File: config.mk
export PLATFORM = sky130hd
export DESIGN_NAME = pwm_led_bank_flat
export DESIGN_NICKNAME = d
export VERILOG_FILES = /design/src/rtl/pwm_led_bank_if.sv /design/src/rtl/pwm_led_bank.sv /design/src/flat_wrapper.sv
export SDC_FILE = /design/constraint.sdc
export NUM_CORES = 1
export LEC_CHECK = 0
export ABC_CLOCK_PERIOD_IN_PS = 4000
export BUFFER_PORTS_ARGS = -buffer_cell sky130_fd_sc_hd__buf_2
export CAP_MARGIN = 20
export CORE_UTILIZATION = 30
export DETAILED_ROUTE_END_ITERATION = 12
export SYNTH_ARGS = -nofsm -noshare
export SYNTH_HDL_FRONTEND = slang
export SYNTH_SLANG_ARGS = --single-unit
File: constraint.sdc
create_clock -name clk -period 4 [get_ports clk]
set_input_delay 0.2 -clock clk [delete_from_list [all_inputs] [get_ports clk]]
set_output_delay 0.2 -clock clk [all_outputs]
set_load 0.01 [all_outputs]
File: src/rtl/pwm_led_bank_if.sv
// pwm_led_bank_if: active-low button inputs plus LED and channel-select outputs of the
// PWM LED bank. The master side drives the buttons; the slave side is the controller.
interface pwm_led_bank_if #(
  parameter int unsigned LED_COUNT = 6
);
  localparam int unsigned SelW = (LED_COUNT > 1) ? $clog2(LED_COUNT) : 1;

  logic                 up;
  logic                 down;
  logic                 sel;
  logic [LED_COUNT-1:0] led;
  logic [SelW-1:0]      sel_idx;

  modport master (
    output up,
    output down,
    output sel,
    input  led,
    input  sel_idx
  );

  modport slave (
    input  up,
    input  down,
    input  sel,
    output led,
    output sel_idx
  );
endinterface

File: src/rtl/pwm_led_bank.sv
// pwm_led_bank: per-channel PWM brightness controller driven by three active-low buttons.
// Build option PWM_LED_WRAP_EN makes duty wrap at 0/P instead of saturating.
module pwm_led_bank #(
  parameter int unsigned LED_COUNT = 6,
  parameter int unsigned PWM_BITS  = 4,
  parameter int unsigned COOLDOWN  = 21
) (
  input logic           clk,
  input logic           rst,
  pwm_led_bank_if.slave bus
);

  localparam int unsigned SelW = (LED_COUNT > 1) ? $clog2(LED_COUNT) : 1;
  localparam logic [PWM_BITS-1:0] PwmMax  = PWM_BITS'((1 << PWM_BITS) - 1);
  localparam logic [PWM_BITS-1:0] PwmLast = PWM_BITS'((1 << PWM_BITS) - 2);
  localparam logic [COOLDOWN-1:0] CoolMax = '1;
  localparam logic [SelW-1:0]     SelLast = SelW'(LED_COUNT - 1);
  localparam logic [PWM_BITS:0]   DutyOne = {{PWM_BITS{1'b0}}, 1'b1};

  typedef enum logic [1:0] {
    ActNone,
    ActSel,
    ActInc,
    ActDec
  } action_e;

  logic [PWM_BITS-1:0]  pwm_cnt_q, pwm_cnt_d;
  logic [COOLDOWN-1:0]  cooldown_q, cooldown_d;
  logic [SelW-1:0]      sel_idx_q, sel_idx_d;
  logic [PWM_BITS-1:0]  duty_q [LED_COUNT];
  logic [PWM_BITS-1:0]  duty_d [LED_COUNT];
  logic [LED_COUNT-1:0] led_q, led_d;

  action_e             action;
  logic [PWM_BITS-1:0] duty_cur;
  logic [PWM_BITS-1:0] duty_up;
  logic [PWM_BITS-1:0] duty_dn;
  logic [PWM_BITS-1:0] duty_new;
  logic [PWM_BITS:0]   duty_inc;
  logic [PWM_BITS:0]   duty_dec;

  // Buttons only count while the rate limiter is idle; up+down together is a no-op.
  always_comb begin
    action = ActNone;
    if (cooldown_q == '0) begin
      if (!bus.sel) begin
        action = ActSel;
      end else if (!bus.up && bus.down) begin
        action = ActInc;
      end else if (!bus.down && bus.up) begin
        action = ActDec;
      end
    end
  end

  always_comb begin
    duty_cur = '0;
    for (int i = 0; i < LED_COUNT; i++) begin
      if (sel_idx_q == SelW'(i)) begin
        duty_cur = duty_q[i];
      end
    end
  end

  // One extra bit exposes the carry/borrow used for saturation or dropped for wrap.
  assign duty_inc = {1'b0, duty_cur} + DutyOne;
  assign duty_dec = {1'b0, duty_cur} - DutyOne;

`ifdef PWM_LED_WRAP_EN
  logic unused_carry;
  assign duty_up      = duty_inc[PWM_BITS-1:0];
  assign duty_dn      = duty_dec[PWM_BITS-1:0];
  assign unused_carry = duty_inc[PWM_BITS] ^ duty_dec[PWM_BITS];
`else
  assign duty_up = duty_inc[PWM_BITS] ? PwmMax : duty_inc[PWM_BITS-1:0];
  assign duty_dn = duty_dec[PWM_BITS] ? '0 : duty_dec[PWM_BITS-1:0];
`endif

  always_comb begin
    pwm_cnt_d  = (pwm_cnt_q == PwmLast) ? '0 : pwm_cnt_q + PWM_BITS'(1);
    cooldown_d = cooldown_q;
    sel_idx_d  = sel_idx_q;
    duty_new   = duty_cur;

    // Saturated inc/dec still loads the cooldown so a held button is not rechecked.
    unique case (action)
      ActSel: begin
        sel_idx_d  = (sel_idx_q == SelLast) ? '0 : sel_idx_q + SelW'(1);
        cooldown_d = CoolMax;
      end
      ActInc: begin
        duty_new   = duty_up;
        cooldown_d = CoolMax;
      end
      ActDec: begin
        duty_new   = duty_dn;
        cooldown_d = CoolMax;
      end
      default: begin
        if (cooldown_q != '0) begin
          cooldown_d = cooldown_q - COOLDOWN'(1);
        end
      end
    endcase

    for (int i = 0; i < LED_COUNT; i++) begin
      duty_d[i] = duty_q[i];
      if (sel_idx_q == SelW'(i)) begin
        duty_d[i] = duty_new;
      end
      led_d[i] = (duty_q[i] > pwm_cnt_q);
    end
  end

  always_ff @(posedge clk) begin
    if (rst) begin
      pwm_cnt_q  <= '0;
      cooldown_q <= '0;
      sel_idx_q  <= '0;
      led_q      <= '0;
      for (int i = 0; i < LED_COUNT; i++) begin
        duty_q[i] <= '0;
      end
    end else begin
      pwm_cnt_q  <= pwm_cnt_d;
      cooldown_q <= cooldown_d;
      sel_idx_q  <= sel_idx_d;
      led_q      <= led_d;
      for (int i = 0; i < LED_COUNT; i++) begin
        duty_q[i] <= duty_d[i];
      end
    end
  end

  assign bus.led     = led_q;
  assign bus.sel_idx = sel_idx_q;

endmodule

File: src/flat_wrapper.sv
// flat-port wrapper written by rule: the top's interface ports become plain ports
module pwm_led_bank_flat 
#(
  parameter int unsigned LED_COUNT = 6,
  parameter int unsigned PWM_BITS  = 4,
  parameter int unsigned COOLDOWN  = 21
)
  (clk, rst, bus_up, bus_down, bus_sel, bus_led, bus_sel_idx);
  pwm_led_bank_if #(.LED_COUNT(LED_COUNT)) bus_i ();
  input logic clk;
  input logic rst;
  input wire logic [$bits(bus_i.up)-1:0] bus_up;
  input wire logic [$bits(bus_i.down)-1:0] bus_down;
  input wire logic [$bits(bus_i.sel)-1:0] bus_sel;
  output wire logic [$bits(bus_i.led)-1:0] bus_led;
  output wire logic [$bits(bus_i.sel_idx)-1:0] bus_sel_idx;
  assign bus_i.up = bus_up;
  assign bus_i.down = bus_down;
  assign bus_i.sel = bus_sel;
  assign bus_led = bus_i.led;
  assign bus_sel_idx = bus_i.sel_idx;
  pwm_led_bank #(.LED_COUNT(LED_COUNT), .PWM_BITS(PWM_BITS), .COOLDOWN(COOLDOWN)) u_core (.clk(clk), .rst(rst), .bus(bus_i));
endmodule
# ---- Yosys cells after proc, flatten, opt, wreduce, memory -nomap -nowiden
# Memories as Yosys holds them, arrays and structs flattened.
# Cells that the tools add are included.
dict set report word_totals {
  register_bits 34
  latchBits 0
  mem_bits_rw 24
  mem_bits_ro 0
  inputBits 5
  out_inout_bits 9
  elab_cells 72
  n_memories 1
}
# name words width rd rd_ports_with_merged_regs wr line_no
set mem_list {}
lappend mem_list {u_core.duty_q 6 4 6 0 6 pwm_led_bank.sv:30} ;# logic [PWM_BITS-1:0] duty_q [LED_COUNT];
dict set report op_classes {
  addsub 5
  n_mul 0
  div 0
  magnitude_cmp 6
  n_eq_ne 9
  n_shift 0
  mux 31
  n_bitwise 6
  n_reduce_logical 10
}
# cell count
set op_table {}
lappend op_table {{4-bit 2-to-1 mux} 20}
lappend op_table {{21-bit 2-to-1 mux} 2}
lappend op_table {{4-bit greater-than comparator} 6}
lappend op_table {{21-bit logical NOT} 1}
lappend op_table {{21-bit nonzero test} 1}
lappend op_table {{21-bit by 1-bit subtractor with 21-bit output (second input constant)} 1}
lappend op_table {{2-bit 2-to-1 mux} 4}
lappend op_table {{4-bit one-hot mux with 2 select lines} 1}
lappend op_table {{3-bit by 2-bit equality test with 1-bit output (second input constant)} 2}
lappend op_table {{3-bit equality test (second input constant)} 2}
lappend op_table {{1-bit OR} 6}
lappend op_table {{4-bit by 1-bit adder with 5-bit output (second input constant)} 1}
lappend op_table {{4-bit by 1-bit subtractor with 5-bit output (second input constant)} 1}
lappend op_table {{4-bit by 1-bit adder with 4-bit output (second input constant)} 1}
lappend op_table {{2-bit equality test (second input constant)} 2}
lappend op_table {{4-bit equality test (second input constant)} 1}
lappend op_table {{3-bit by 1-bit adder with 3-bit output (second input constant)} 1}
lappend op_table {{3-bit by 1-bit equality test with 1-bit output (second input constant)} 1}
lappend op_table {{3-bit logical NOT} 1}
lappend op_table {{1-bit 2-to-1 mux} 3}
lappend op_table {{3-bit 2-to-1 mux} 1}
lappend op_table {{3-bit OR reduction} 1}
lappend op_table {{2-bit by 1-bit equality test with 1-bit output (second input constant)} 1}
lappend op_table {{1-bit logical AND} 2}
lappend op_table {{other kinds (3)} 4}

# ---- Logic depth before layout (Yosys ltp)
# Gate-level depths: netlist (run 1).
dict set report logic_depth {
  depth_word 12
  ltp_mapped 12
}

# ---- Worst setup path after synthesis (run 1)
# Ideal clock, no wire load.
dict set report synth_timing {
  path_type {register -> register}
  startpoint {register u_core.sel_idx_q[0] (netlist: u_core.bus.sel_idx[0])}
  endpoint {memory u_core.duty_q[0][1]}
  setup_ps 132
  t_arrival_ps 2736
  setup_slack_ps 1132
  stages_incl_launch_ff 13
  path_cell_list {dfxtp_1 -> buf_2 -> clkbuf_1 -> and2_1 -> ha_1 -> nor2_1 -> a311oi_2 -> ha_1 -> inv_1 -> nor3_1 -> o221ai_1 -> nand3_1 -> a21oi_1}
}
# element line_no
set synth_rtl {}
lappend synth_rtl {{from (decl)} pwm_led_bank.sv:29} ;# logic [SelW-1:0] sel_idx_q, sel_idx_d;
lappend synth_rtl {{from (signal assigned)} pwm_led_bank.sv:127} ;# sel_idx_q <= sel_idx_d;
lappend synth_rtl {{to (decl)} pwm_led_bank.sv:30}

==> results of run 1 <==
==> final timing paths <==
path,start,slack [ps],end,depth (start not counted)
min,bus_sel,290,u_core.bus.sel_idx[1],4
max reg2reg,u_core.bus.sel_idx[1],640,u_core.duty_q[2][1],10
max,u_core.bus.sel_idx[1],640,u_core.duty_q[2][1],10
min reg2reg,u_core.cooldown_q[20],490,u_core.cooldown_q[20],2
==> power by group through the flow <==
| stage | sequential [mW] | clock (mW) | combinational (mW) |
|---|---|---|---|
| 2_1_floorplan | 0.800 | 0 | 0.797 |
| 3_3_place_gp | 0.823 | 0 | 0.961 |
| 3_5_place_dp | 0.826 | 0 | 0.980 |
| 4_1_cts | 0.816 | 0.799 | 0.990 |
| 5_1_grt | 0.838 | 0.823 | 1.12 |
| 6_report | 0.817 | 0.787 | 0.996 |
==> worst max-delay path, stage by stage (launching register included) <==
cell	delay, ps
dfxtp_1	630
and2_1	200
ha_1	400
nor2_1	190
a311oi_2	520
ha_1	330
inv_1	60
nor3_1	260
o221ai_1	360
nand3_1	200
a21oi_1	70
==> cell type report <==
class | count | area share
multi-input cells | 320 | 0.539
well taps | 140 | 0.0445
clock inverters | 2 | 0.00889
flip-flops and latches | 58 | 0.295
inverters | 23 | 0.0219
clock buffers | 13 | 0.0686
repair buffers | 16 | 0.0222
==> registers in the layout, indices dropped and copies added, names as in the netlist <==
| name | flops |
|---|---|
| u_core.duty_q | 24 |
| u_core.cooldown_q | 21 |
| u_core.bus.led | 6 |
| u_core.pwm_cnt_q | 4 |
| u_core.bus.sel_idx | 3 |
==> logic make-up after synthesis <==
group	after synthesis
buf+inv	41
fa+ha+maj	31
mux	12
simple gates	169
xor+xnor	6
flops	58
compound gates	102
==> layer usage <==
metal,GRT usage,vias to the layer above
met5,0,-
met4,0.0610,0
met2,0.257,62
li1,-,1549
met3,0.0415,16
met1,0.196,1424
==> layout by cell type, fill, tap and decap left out, types with 11 or more instances in the layout <==
cell,Yosys,final
dfxtp_1,58,58
nor2_1,48,48
a21oi_1,34,34
nand2_1,31,31
ha_1,31,31
inv_1,23,23
nor3_1,22,22
a211oi_1,18,18
nand3_1,15,15
o21ai_0,13,13
buf_2,4,13
mux2i_1,11,11
==> reports/metrics.cfg, run 1 <==
[yosys]
synth.largest_area_cell=dfxtp_1
synth-compound-area-share=0.206
netlist_top_cells_count=58 x dfxtp_1, 48 x nor2_1, 34 x a21oi_1
synth_top_area_share=0.336
ys.flop_type=dfxtp_1
syn_area_per_cell_um2=8.24
synth_seq_area_share=0.336
synthCells=419
synth_most_common_cell=dfxtp_1
synth_warnings=0
syn_nets=455
ys_types=54
async_flop_share=0
yosys.area_share.simple=0.247
synthMuxAreaShare=0.0351
synth_area_leaders=dfxtp_1 34%, ha_1 11%, nor2_1 5.2%, a21oi_1 4.9%, a211oi_1 3.9%
synth_edf_count=0
synth_seq_cells=58
syn_area_um2=3450
synth_top_family_by_area=simple AND/OR/NAND/NOR gates
synth_adder_area_share=0.112
synth_xor_area_frac=0.0152

[timing]
setup_tns_ps=0
worst_pin_slew_ps=746
finClkSkew_ps=4.89
fmax_ghz=0.297
layout_setup_ws_ps=636
fin_hold_ws_ps=286
setup_viol=0
slew_viol_final=0
relSlewSlack=0.503
hold_viol=0
rsz0062_at_grt=false
layout_min_cycle_time_ps=3360
finalCritPeriodShare=0.841

[clock_tree]
ctsResizeCount=0
cts-root-buf=clkbuf_16
path_clk_slew_ps=50
clock_latency_ps=330
numCtsBuffers=9
ctsHoldBuffers=0
h-tree-depth=3
cts_sinks=58
cts_tree=built
post_cts_buffers=0
clockBufferDepth=2

[global_route]
grt_first_pass_wirelength_um=14400
grt_pass1_vias=2936
gr-total-overflow=0
grt_max_degree=41
antenna_found_initial=0
grt_usage=0.157

[cells_and_area]
syn_to_final_growth_pct=14.1
antenna_cells=0
utilization=0.357
drive_above_1_share=0.104
multi_input_area_um2=2120
design.final.nets=464
seq_area_um2=1160
nFillCells=1171
fin_cells=572
final_area_um2=3940

[detailed_routing]
drcViolationCount=0
drt_pass1_iterations=5
wl_met3_um=360
wire_per_inst_um=14.9
route.met2.wl_um=3940
viasPerCell=5.33
drt_iter0_drc=196
top_layer_used=met4
m1WireLength_um=4060
wl_um=8500
ant_nets=0
vias=3051

[place]
post_dp_cell_area_um2=3630
io_buffers=13
dp_slack_ps=737
gp_congestion=0.840
dp.cells=557
post-dp-hpwl_um=6260

[power]
combPwrFrac=0.383
power.total_mw=2.60
ir_worst_vdd_mv=0.338
p_leak_nw=1.55
power.share.clock=0.303
p_sw_frac=0.376
pwr-share-seq=0.314
p_int_mw=1.62
power_switching_mw=0.978
p_per_area_nw_per_um2=660

[critical_path]
start_kind=flip-flop
cp.required_ps=4180
arrival_ps=3540
end_kind=flip-flop
crit_type=reg2reg
crit_fanout=17

[floorplan]
rows=38
die_h_um=109
die-area_um2=11900
die_w_um=109
start_util=0.313
ioPinCount=14
coreArea_um2=11000

[outcome]
status=finished, final reports clean

[flow_run]
maxCapViolations=0

[worst_hold_path]
hp-class=in2reg

(Power assumes the default switching activity.)
==> inputs of run 2 (changes only) <==
- ABC_CLOCK_PERIOD_IN_PS: 4000 -> 3100
- clock period: 4 -> 3.1 ns (I/O delays scaled with it)
==> reports/metrics.cfg, run 2 (synthesized netlist as in run 1, its figures left out) <==
[timing]
worst_pin_slew_ps=916
layout_min_cycle_time_ps=2790
finalCritPeriodShare=0.899
finClkSkew_ps=6.41
fmax_ghz=0.359
fin_hold_ws_ps=231
relSlewSlack=0.389
slew_viol_final=0
hold_viol=0
setup_tns_ps=0
rsz0062_at_grt=false
setup_viol=0

[power]
p_per_area_nw_per_um2=846
p_leak_nw=1.58
ir_worst_vdd_mv=0.648

[clock_tree]
ctsHoldBuffers=0
h-tree-depth=3
numCtsBuffers=9
clockBufferDepth=2
cts_sinks=58
cts_tree=built
cts-root-buf=clkbuf_16
path_clk_slew_ps=50
post_cts_buffers=0
ctsResizeCount=0
clock_latency_ps=330

[cells_and_area]
nFillCells=1140
final_area_um2=3980
largest_register=u_core.duty_q
antenna_cells=0
final_cell_mix=58 x dfxtp_1, 48 x nor2_1, 34 x a21oi_1, 31 x nand2_1, 31 x ha_1
syn_to_final_growth_pct=15.3
drive_above_1_share=0.118
design.final.nets=472
largest_reg_flops=24
final_common_cell=dfxtp_1

[detailed_routing]
drt_pass1_iterations=4
vias=3084
wl_um=8470
wire_per_inst_um=14.6
m1WireLength_um=4130
wl_met3_um=295
ant_nets=0
drt_iter0_drc=183
top_layer_used=met4
route.met2.wl_um=3830
drcViolationCount=0
viasPerCell=5.32

[critical_path]
worstSetupStartpoint=u_core.cooldown_q[0]
timing.rr.start=u_core.cooldown_q[0]
crit_type=reg2reg
cp-endpoint=u_core.duty_q[3][3]
timing.rr.end=u_core.duty_q[3][3]
regToRegSetupSlack_ps=310
reg2reg_depth=9
arrival_ps=3020
cp.required_ps=3330
crit_fanout=6
end_kind=flip-flop
start_kind=flip-flop

[place]
io_buffers=13
post_dp_cell_area_um2=3690
gp_congestion=0.845
post-dp-hpwl_um=6230

[global_route]
grt_max_degree=49
antenna_found_initial=0
grt_pass1_vias=2852
gr-total-overflow=0
grt_first_pass_wirelength_um=14100
grt_usage=0.154

[worst_hold_path]
hp-class=in2reg
min_path_cells=4

[outcome]
status=finished, final reports clean

[floorplan]
rows=38
die-area_um2=11900
ioPinCount=14
die_h_um=109
die_w_um=109
start_util=0.313
coreArea_um2=11000

[flow_run]
maxCapViolations=0

-- run 2: power by group --
part	total, mW	switching [mW]	leakage (nW)	internal (mW)
logic	1.35	0.790	0.964	0.560
clock network	0.967	0.331	0.142	0.636
registers	1.05	0.151	0.472	0.900
-- run 2: layout make-up --
| type | instances | area, µm² | share of cell area |
|---|---|---|---|
| Inverter | 23 | 86.3 | 0.0217 |
| Timing Repair Buffer | 24 | 148 | 0.0371 |
| Tap cell | 140 | 175 | 0.0440 |
| Multi-Input combinational cell | 320 | 2120 | 0.534 |
| Clock inverter | 3 | 40.0 | 0.0101 |
| Sequential cell | 58 | 1160 | 0.292 |
| Clock buffer | 12 | 246 | 0.0619 |
-- run 2: per-stage QoR --
step,util,instances,setup WS [ps],power (mW)
global route,0.361,580,54.8,3.61
CTS,0.361,580,306,3.37
finish,0.361,580,314,3.37
detailed placement,0.335,565,339,2.39
global placement,0.335,565,358,2.37
floorplan,-,419,232,2.06
-- run 2: critical path, stage by stage (launching register included) --
cell and delay, ps:
dfxtp_1 330, inv_1 60, ha_1 210, nor4b_2 490
nand3_1 180, or4_4 580, nor4_2 180, mux2i_1 250
nand2_2 150, a211oi_1 260
-- run 2: worst min-delay path by stage --
stage                                from               endpoint
floorplan                         bus_sel  u_core.bus.sel_idx[1]
global placement    u_core.cooldown_q[20]  u_core.cooldown_q[20]
detailed placement    u_core.duty_q[5][1]    u_core.duty_q[5][1]
CTS                               bus_sel  u_core.bus.sel_idx[1]
global route                      bus_sel  u_core.bus.sel_idx[1]
finish                            bus_sel  u_core.bus.sel_idx[1]
-- run 2: per-layer routing --
layer,vias to the layer above,GRT usage
met5,-,0
met4,0,0.0705
met3,18,0.0403
met2,60,0.245
met1,1437,0.195
li1,1569,-
==> inputs of run 3 (changes only) <==
- CORE_UTILIZATION: 30 -> 55
- CTS_CLUSTER_SIZE: default -> 30
- PLACE_DENSITY: default -> 0.74
==> reports/metrics.cfg, run 3 (synthesized netlist as in run 1, its figures left out) <==
[global_route]
gr-total-overflow=0
grt_usage=0.275
grt_pass1_vias=2779
antenna_found_initial=0
grt_max_degree=43
grt_first_pass_wirelength_um=13500

[worst_hold_path]
holdCritStartpoint=bus_sel
hp-class=in2reg
min_path_cells=4
hold_end=u_core.bus.sel_idx[1]

[clock_tree]
ctsHoldBuffers=0
cts_sinks=58
cts_tree=built
path_clk_slew_ps=70
numCtsBuffers=9
clockBufferDepth=2
ctsResizeCount=0
clock_latency_ps=340
h-tree-depth=3
cts-root-buf=clkbuf_8
post_cts_buffers=0

[cells_and_area]
drive_above_1_share=0.121
antenna_cells=0
final_cell_mix=58 x dfxtp_1, 48 x nor2_1, 34 x a21oi_1, 31 x nand2_1, 31 x ha_1
final_common_cell=dfxtp_1
largest_reg_flops=24
design.final.nets=470
largest_register=u_core.duty_q
seq_area_um2=1160
nFillCells=513
syn_to_final_growth_pct=11.1
multi_input_area_um2=2120

[timing]
fmax_ghz=0.346
fin_hold_ws_ps=202
finClkSkew_ps=6.32
rsz0062_at_grt=false
slew_viol_final=0
setup_tns_ps=0
finalCritPeriodShare=0.933
setup_viol=0
hold_viol=0
worst_pin_slew_ps=794
relSlewSlack=0.471
layout_min_cycle_time_ps=2890

[flow_run]
maxCapViolations=0

[outcome]
status=finished, final reports clean

[critical_path]
arrival_ps=3140
crit_type=reg2reg
timing.rr.end=u_core.duty_q[5][3]
worst_path_largest_cell_delay_ps=580
timing.rr.start=u_core.cooldown_q[0]
reg2reg_depth=9
end_kind=flip-flop
regToRegSetupSlack_ps=210
cp_slowest_cell=or4_4
start_kind=flip-flop
cp_cell_sequence=inv_1 -> ha_1 -> nor4b_2 -> nand3_1 -> or4_4 -> nor4_2 -> mux2i_1 -> nand2_2 -> a211oi_1
cp.required_ps=3350
crit_fanout=6

[place]
post-dp-hpwl_um=5950
gp_congestion=0.916
io_buffers=13

[detailed_routing]
ant_nets=0
drcViolationCount=0
wl_um=8320
wire_per_inst_um=16.2
vias=3098
drt_iter0_drc=261
drt_pass1_iterations=5
viasPerCell=6.03

[floorplan]
rows=28
ioPinCount=14
die_h_um=81.2
die-area_um2=6600
die_w_um=81.2
coreArea_um2=5990
start_util=0.576

[power]
ir_worst_vdd_mv=0.545
p_per_area_nw_per_um2=845
p_leak_nw=1.55

-- run 3: cell count changes in the layout (fill, tap and decap cells not counted) --
cell | before | now
clkbuf_16 | 9 | 0
buf_4 | 11 | 9
clkinv_2 | 2 | 1
clkinvlp_4 | 0 | 1
clkbuf_8 | 1 | 12
clkbuf_1 | 2 | 0
bufinv_16 | 1 | 2
-- run 3: how the worst max path moves through the flow --
stage                     startpoint                  end  slack (ps)  depth (start not counted)
2_1_floorplan  u_core.bus.sel_idx[0]  u_core.duty_q[0][1]         230                         12
3_3_place_gp    u_core.cooldown_q[0]  u_core.duty_q[3][3]         480                          9
3_5_place_dp    u_core.cooldown_q[0]  u_core.duty_q[5][3]         340                          9
4_1_cts         u_core.cooldown_q[0]  u_core.duty_q[5][3]         260                          9
5_1_grt         u_core.cooldown_q[0]  u_core.duty_q[3][3]           5                          9
6_report        u_core.cooldown_q[0]  u_core.duty_q[5][3]         210                          9
-- run 3: power breakdown --
part	switching, mW	internal, mW	leakage, nW
combinational	0.800	0.553	0.954
sequential	0.155	0.898	0.472
clock	0.320	0.517	0.119
-- run 3: critical path: cells and delay by family (launching register included) --
family / cells / cell delay, ps
compound gates: 1 / 270
fa+ha+maj: 1 / 210
buf+inv: 1 / 70
flops: 1 / 340
mux: 1 / 250
simple gates: 5 / 1670
-- run 3: final cells by class --
type | count | share of cell area
clock inverter | 4 | 0.0189
tap | 75 | 0.0245
sequential | 58 | 0.303
timing repair buffer | 22 | 0.0346
inverter | 23 | 0.0225
clock buffer | 12 | 0.0431
multi-input combinational | 320 | 0.554
-- run 3: layer usage --
metal,track usage,wire length [µm]
met5,0,0
met1,0.372,4130
met4,0.130,127
met3,0.0719,420
met2,0.405,3640
-- run 3: per-stage QoR --
step	instances	worst slack, ps	util	instance area, µm²	power (mW)
finish	514	207	0.640	3840	3.24
floorplan	419	232	-	3450	2.06
CTS	514	261	0.640	3840	3.23
global route	514	4.67	0.640	3840	3.45
global placement	498	477	0.601	3600	2.33
detailed placement	498	343	0.601	3600	2.38
